<file path="src/rtl/i2s_tx.sv">
// i2s_tx: serializes one stereo PCM frame per accepted tx_data word onto an
// I2S link (sck/ws/sd). A holding register decouples the valid/ready input
// from the shift register, so the next word can be accepted while the
// current frame is on the line and frames stream back to back.
//
// Ports
//   clk       in   system clock, rising-edge logic
//   n_rst     in   asynchronous active-low reset
//   en        in   1 = stream; 0 = stop after the current frame completes
//   tx_data   in   [15:0] left sample, [31:16] right sample
//   tx_valid  in   tx_data valid
//   tx_ready  out  holding register empty
//   sck       out  I2S bit clock (low half then high half per slot)
//   ws        out  I2S word select, 0 = left, 1 = right (leads MSB by one slot)
//   sd        out  I2S serial data, MSB first
//   busy      out  1 while streaming
//   underrun  out  1-clk pulse when a frame starts with no word held
module i2s_tx #(
  parameter int unsigned HALF_DIV = 1
) (
  input  logic        clk,
  input  logic        n_rst,
  input  logic        en,
  input  logic [31:0] tx_data,
  input  logic        tx_valid,
  output logic        tx_ready,
  output logic        sck,
  output logic        ws,
  output logic        sd,
  output logic        busy,
  output logic        underrun
);

  localparam int unsigned FRAME_W = 32;
  localparam int unsigned SLOT_W  = 5;
  localparam int unsigned DIV_W   = (HALF_DIV > 1) ? $clog2(HALF_DIV) : 1;

  typedef enum logic {
    IDLE = 1'b0,
    RUN  = 1'b1
  } state_t;

  state_t               r_state,     w_state;
  logic [DIV_W-1:0]     r_div,       w_div;
  logic [SLOT_W-1:0]    r_slot,      w_slot;
  logic [FRAME_W-1:0]   r_hold,      w_hold;
  logic                 r_hold_full, w_hold_full;
  logic [FRAME_W-1:0]   r_shift,     w_shift;
  logic                 r_sck,       w_sck;
  logic                 r_ws,        w_ws;
  logic                 r_sd,        w_sd;
  logic                 r_tx_ready,  w_tx_ready;
  logic                 r_busy,      w_busy;
  logic                 r_underrun,  w_underrun;

  logic                 w_accept;
  logic                 w_div_last;
  logic                 w_frame_start;
  logic                 w_slot_start;

  assign w_accept   = tx_valid & r_tx_ready;
  assign w_div_last = (r_div == DIV_W'(HALF_DIV - 1));

  // State and datapath registers
  always_ff @(posedge clk or negedge n_rst) begin
    if (!n_rst) begin
      r_state     <= IDLE;
      r_div       <= '0;
      r_slot      <= '0;
      r_hold      <= '0;
      r_hold_full <= 1'b0;
      r_shift     <= '0;
      r_sck       <= 1'b0;
      r_ws        <= 1'b0;
      r_sd        <= 1'b0;
      r_tx_ready  <= 1'b1;
      r_busy      <= 1'b0;
      r_underrun  <= 1'b0;
    end else begin
      r_state     <= w_state;
      r_div       <= w_div;
      r_slot      <= w_slot;
      r_hold      <= w_hold;
      r_hold_full <= w_hold_full;
      r_shift     <= w_shift;
      r_sck       <= w_sck;
      r_ws        <= w_ws;
      r_sd        <= w_sd;
      r_tx_ready  <= w_tx_ready;
      r_busy      <= w_busy;
      r_underrun  <= w_underrun;
    end
  end

  // Next-state, bit timing, frame loading and handshake
  always_comb begin
    w_state       = r_state;
    w_div         = r_div;
    w_slot        = r_slot;
    w_hold        = r_hold;
    w_hold_full   = r_hold_full;
    w_shift       = r_shift;
    w_sck         = r_sck;
    w_ws          = r_ws;
    w_sd          = r_sd;
    w_underrun    = 1'b0;
    w_frame_start = 1'b0;
    w_slot_start  = 1'b0;

    case (r_state)
      IDLE: begin
        w_sck  = 1'b0;
        w_ws   = 1'b0;
        w_sd   = 1'b0;
        w_div  = '0;
        w_slot = '0;
        if (en && r_hold_full) begin
          w_state       = RUN;
          w_frame_start = 1'b1;
        end
      end
      RUN: begin
        if (w_div_last) begin
          w_div = '0;
          if (!r_sck) begin
            w_sck = 1'b1;
          end else if (r_slot == SLOT_W'(FRAME_W - 1)) begin
            // End of slot 31: en is only sampled here, so mid-frame
            // changes never truncate a frame.
            if (!en) begin
              w_state = IDLE;
              w_sck   = 1'b0;
              w_ws    = 1'b0;
              w_sd    = 1'b0;
            end else begin
              w_frame_start = 1'b1;
            end
          end else begin
            w_slot_start = 1'b1;
          end
        end else begin
          w_div = DIV_W'(r_div + 1'b1);
        end
      end
      default: w_state = IDLE;
    endcase

    // Slot 0: move held word into the shifter, or send silence on underrun
    if (w_frame_start) begin
      w_sck  = 1'b0;
      w_div  = '0;
      w_slot = '0;
      w_ws   = 1'b0;
      if (r_hold_full) begin
        w_shift     = r_hold;
        w_hold_full = 1'b0;
      end else begin
        w_shift    = '0;
        w_underrun = 1'b1;
      end
      w_sd = w_shift[FRAME_W-1];
    end

    // Slots 1..31: next bit; ws goes high one slot ahead of the right MSB
    // and drops one slot ahead of the next left MSB.
    if (w_slot_start) begin
      w_sck   = 1'b0;
      w_slot  = SLOT_W'(r_slot + 1'b1);
      w_sd    = r_shift[FRAME_W-2];
      w_shift = {r_shift[FRAME_W-2:0], 1'b0};
      w_ws    = (r_slot >= SLOT_W'(14)) && (r_slot <= SLOT_W'(29));
    end

    // Holding register stores the word in line order {left, right}
    if (w_accept) begin
      w_hold      = {tx_data[15:0], tx_data[31:16]};
      w_hold_full = 1'b1;
    end
  end

  assign w_tx_ready = ~w_hold_full;
  assign w_busy     = (w_state == RUN);

  assign tx_ready = r_tx_ready;
  assign sck      = r_sck;
  assign ws       = r_ws;
  assign sd       = r_sd;
  assign busy     = r_busy;
  assign underrun = r_underrun;

endmodule

</file>
<file path="config.mk">
export PLATFORM = sky130hd
export DESIGN_NAME = i2s_tx
export DESIGN_NICKNAME = d
export VERILOG_FILES = /design/src/rtl/i2s_tx.sv
export SDC_FILE = /design/constraint.sdc
export NUM_CORES = 1
export LEC_CHECK = 0
export CAP_MARGIN = 5
export CELL_PAD_IN_SITES_DETAIL_PLACEMENT = 1
export CELL_PAD_IN_SITES_GLOBAL_PLACEMENT = 1
export CORE_ASPECT_RATIO = 1.1
export CORE_MARGIN = 4
export CORE_UTILIZATION = 50
export CTS_BUF_LIST = sky130_fd_sc_hd__clkbuf_4
export CTS_CLUSTER_SIZE = 28
export DETAILED_ROUTE_END_ITERATION = 10
export GPL_ROUTABILITY_DRIVEN = 1
export PLACE_DENSITY_LB_ADDON = 0.1
export SETUP_SLACK_MARGIN = 0.5
export SLEW_MARGIN = 10
export SYNTH_ARGS = -nofsm -noshare
export SYNTH_HDL_FRONTEND = slang
export SYNTH_SLANG_ARGS = --single-unit
export TNS_END_PERCENT = 5
</file>
<file path="constraint.sdc">
create_clock -name clk -period 4.07 [get_ports clk]
set_input_delay 0.814 -clock clk [delete_from_list [all_inputs] [get_ports clk]]
set_output_delay 0.814 -clock clk [all_outputs]
set_load 0.02 [all_outputs]
</file>
==> flow_metrics.env <==
export IMPL_worstPathMaxFanout=16
export IMPL_slowest_delay_ns=0.71
export IMPL_critical_path_top_delay_family="flip-flops"
export IMPL_max_vdd_ir_drop_uv=297
export IMPL_dp_cells=345
export IMPL_grt_first_pass_wirelength_um=11100
export IMPL_vias=2046
export IMPL_grt_setup_unrepaired="false"
export IMPL_synth_area_leaders="dfrtp_1 (57%), mux2_2 (11%), a221o_1 (9.0%)"
export IMPL_hold_path_class="reg2reg"
export IMPL_seqCellArea_um2=1880
export IMPL_required_ns=3.26
export IMPL_drt_iter0_markers=114
export IMPL_die_area_um2=7830
export IMPL_synth_top_family_by_area="compound AO/OA/AOI/OAI gates"
export IMPL_htree_levels=3
export IMPL_cp_num_cells=1
export IMPL_yosysWarnings=0
export IMPL_synth_most_common_cell="dfrtp_1"
export IMPL_critical_path_class="reg2out"
export IMPL_core_area_um2=6230
export IMPL_cp_start_kind="flop"
export IMPL_gp_congestion=0.772
export IMPL_async_flop_share_pct=100
export IMPL_cts_setup_buffers=0
export IMPL_final_antenna_net_count=0
export IMPL_finalWirelength_um=6470
export IMPL_die_h_um=92.4
export IMPL_slew_viol_final=0
export IMPL_setup_viol=0
export IMPL_grt_pass1_vias=2176
export IMPL_synth_xor_xnor_area_share_pct=0
export IMPL_synth_fp_nets=276
export IMPL_synth_mux_area_share_pct=11.5
export IMPL_cts_tree="built"
export IMPL_synth_edf_count=0
export IMPL_worst_pin_slew_ns=0.916
export IMPL_synth_fa_ha_area_share_pct=1.54
export IMPL_grt_ovfl_total=0
export IMPL_tns_ns=0
export IMPL_maxCapViolCount=0
export IMPL_finClkSkew_ns=0.0190
export IMPL_multi_input_area_um2=1260
export IMPL_synth_area_um2=3240
export IMPL_yosysTopAreaCellShare_pct=57.2
export IMPL_drt_vias_per_instance=5.68
export IMPL_worst_r2r_cell_count=6
export IMPL_area_delta_synth_final_pct=17.5
export IMPL_stdcell_count=360
export IMPL_rows=30
export IMPL_holdBufCountCts=0
export IMPL_grt_antenna_before_repair=0
export IMPL_fmax_mhz=379
export IMPL_cts_buffer_depth=2
export IMPL_clkTransAtPathRegs_ns=0.11
export IMPL_synth_cells=236
export IMPL_synth_simple_area_share_pct=10.6
export IMPL_worstPathArrival_ns=1.82
export IMPL_yosysUniqueCellTypes=38
export IMPL_synth_compound_area_share_pct=15.1
export IMPL_p_per_area_nw_per_um2=681
export IMPL_fp_dieW_um=84.7
export IMPL_portBuffers=41
export IMPL_cts_made_buffers=9
export IMPL_clockRootBuffer="clkbuf_4"
export IMPL_outcome="finished clean"
export IMPL_synth_seq_area_share_pct=58.0
export IMPL_synthFlopType="dfrtp_1"
export IMPL_fin_ws_ns=1.43
export IMPL_critPathCaptureType="output pin"
export IMPL_slowest_stage="dfrtp_1"
export IMPL_antennaDiodeCount=0
export IMPL_crit_chain="clkdlybuf4s50_1"
export IMPL_drtPass1Iterations=4
export IMPL_hold_depth=1
export IMPL_n_fill_cell=631
export IMPL_synthTopCellsByCount="dfrtp_1 (74), mux2_2 (33), a221o_1 (29)"
export IMPL_grt_max_degree=76
export IMPL_yosysTopAreaCell="dfrtp_1"
export IMPL_grtUsageTotal_pct=18.1
export IMPL_timing_slew_headroom_pct=38.9
export IMPL_drcViolationCount=0
export IMPL_p_leak_nw=1.67
export IMPL_min_period_over_period_pct=64.8
export IMPL_syn_area_per_cell_um2=13.7
export IMPL_pre_cts_ws_ns=1.36
export IMPL_io_pins=42
export IMPL_post_cts_resized=0
export IMPL_place_hpwl_um=4120
export IMPL_start_util_pct=52.0
export IMPL_cp_num_buf_inv=1
export IMPL_routedWlPerCell_um=18.0
export IMPL_hold_viol_final=0
export IMPL_drive_gt1_share_pct=22.1
export IMPL_clock_latency_ns=0.41
export IMPL_cts_sinks=75
export IMPL_final_min_clock_period_ns=2.64
export IMPL_ys_ff_latch=75
export IMPL_final_nets=316
-- cells in the final DEF, fill, tap and decap left out, types with 2 or more instances in the layout --
cell	count
clkdlybuf4s50_1	40
nor2b_1	3
mux2_2	33
o21ai_0	2
a21boi_0	3
nand2_1	8
o21a_1	3
ha_1	4
and2_2	2
and2b_2	2
a21oi_1	2
and2_0	21
inv_1	4
nand2b_1	2
a32o_1	2
clkbuf_4	10
nand3_1	2
a22o_1	2
and2_1	7
a221o_1	29
buf_4	3
dfrtp_1	74
-- power by group --
| part | internal, mW | switching (mW) |
|---|---|---|
| clock network | 0.189 | 0.258 |
| logic | 0.479 | 0.367 |
| registers | 1.07 | 0.230 |
-- through the flow --
stage	total power [mW]	instance area, um2	util (%)	hold slack [ns]
floorplan	1.93	3240	-	0.444
global placement	2.12	3670	59.0	0.475
detailed placement	2.18	3670	59.0	0.483
CTS	2.63	3800	61.1	0.509
global route	2.80	3800	61.1	0.527
finish	2.59	3800	61.1	0.502
-- cell type report --
type                       count  area share (%)
sequential                    75            49.4
multi-input combinational    143            33.1
timing repair buffer          43            11.1
tap                           80            2.63
clock buffer                  10            1.97
clock inverter                 5            1.45
inverter                       4           0.395
-- cell families (layout without fill, tap and decap cells) --
logic type,count (synthesis),after routing
AOI/OAI and AO/OA,52,52
buffers and inverters,18,62
and+or+nand+nor,54,54
muxes,33,33
DFF,75,75
adders and majority gates,4,4
-- path summary, 6_finish.rpt --
check | slack, ns | end | from
min in group asynchronous | 0.52 | r_hold[17]$_DFFE_PN0P_ | n_rst
worst min-delay path | 0.50 | ws$_DFFE_PN0P_ | ws$_DFFE_PN0P_
worst max register to register | 1.56 | r_shift[30]$_DFFE_PN0P_ | r_slot[0]$_DFFE_PN0P_
worst max-delay path | 1.43 | busy | busy$_DFF_PN0_
worst min register to register | 0.50 | ws$_DFFE_PN0P_ | ws$_DFFE_PN0P_
max in group asynchronous | 2.95 | r_hold[23]$_DFFE_PN0P_ | n_rst
-- state kept, by name, summed over array words and instances (netlist names) --
name / cells
underrun: 1
r_hold_full: 1
busy: 1
sck: 1
r_hold: 32
r_shift: 31
ws: 1
sd: 1
r_slot: 5
tx_ready: 1
-- layer usage --
metal,track usage [%],share of wire (%),wire [um],vias up
met5,0,0,0,-
met4,7.39,1.7,111,0
met3,4.27,3.6,231,11
met2,28.3,50,3240,38
met1,24.4,45,2880,1052
li1,-,-,-,945
Note: power is estimated with default switching activity, not from simulation.
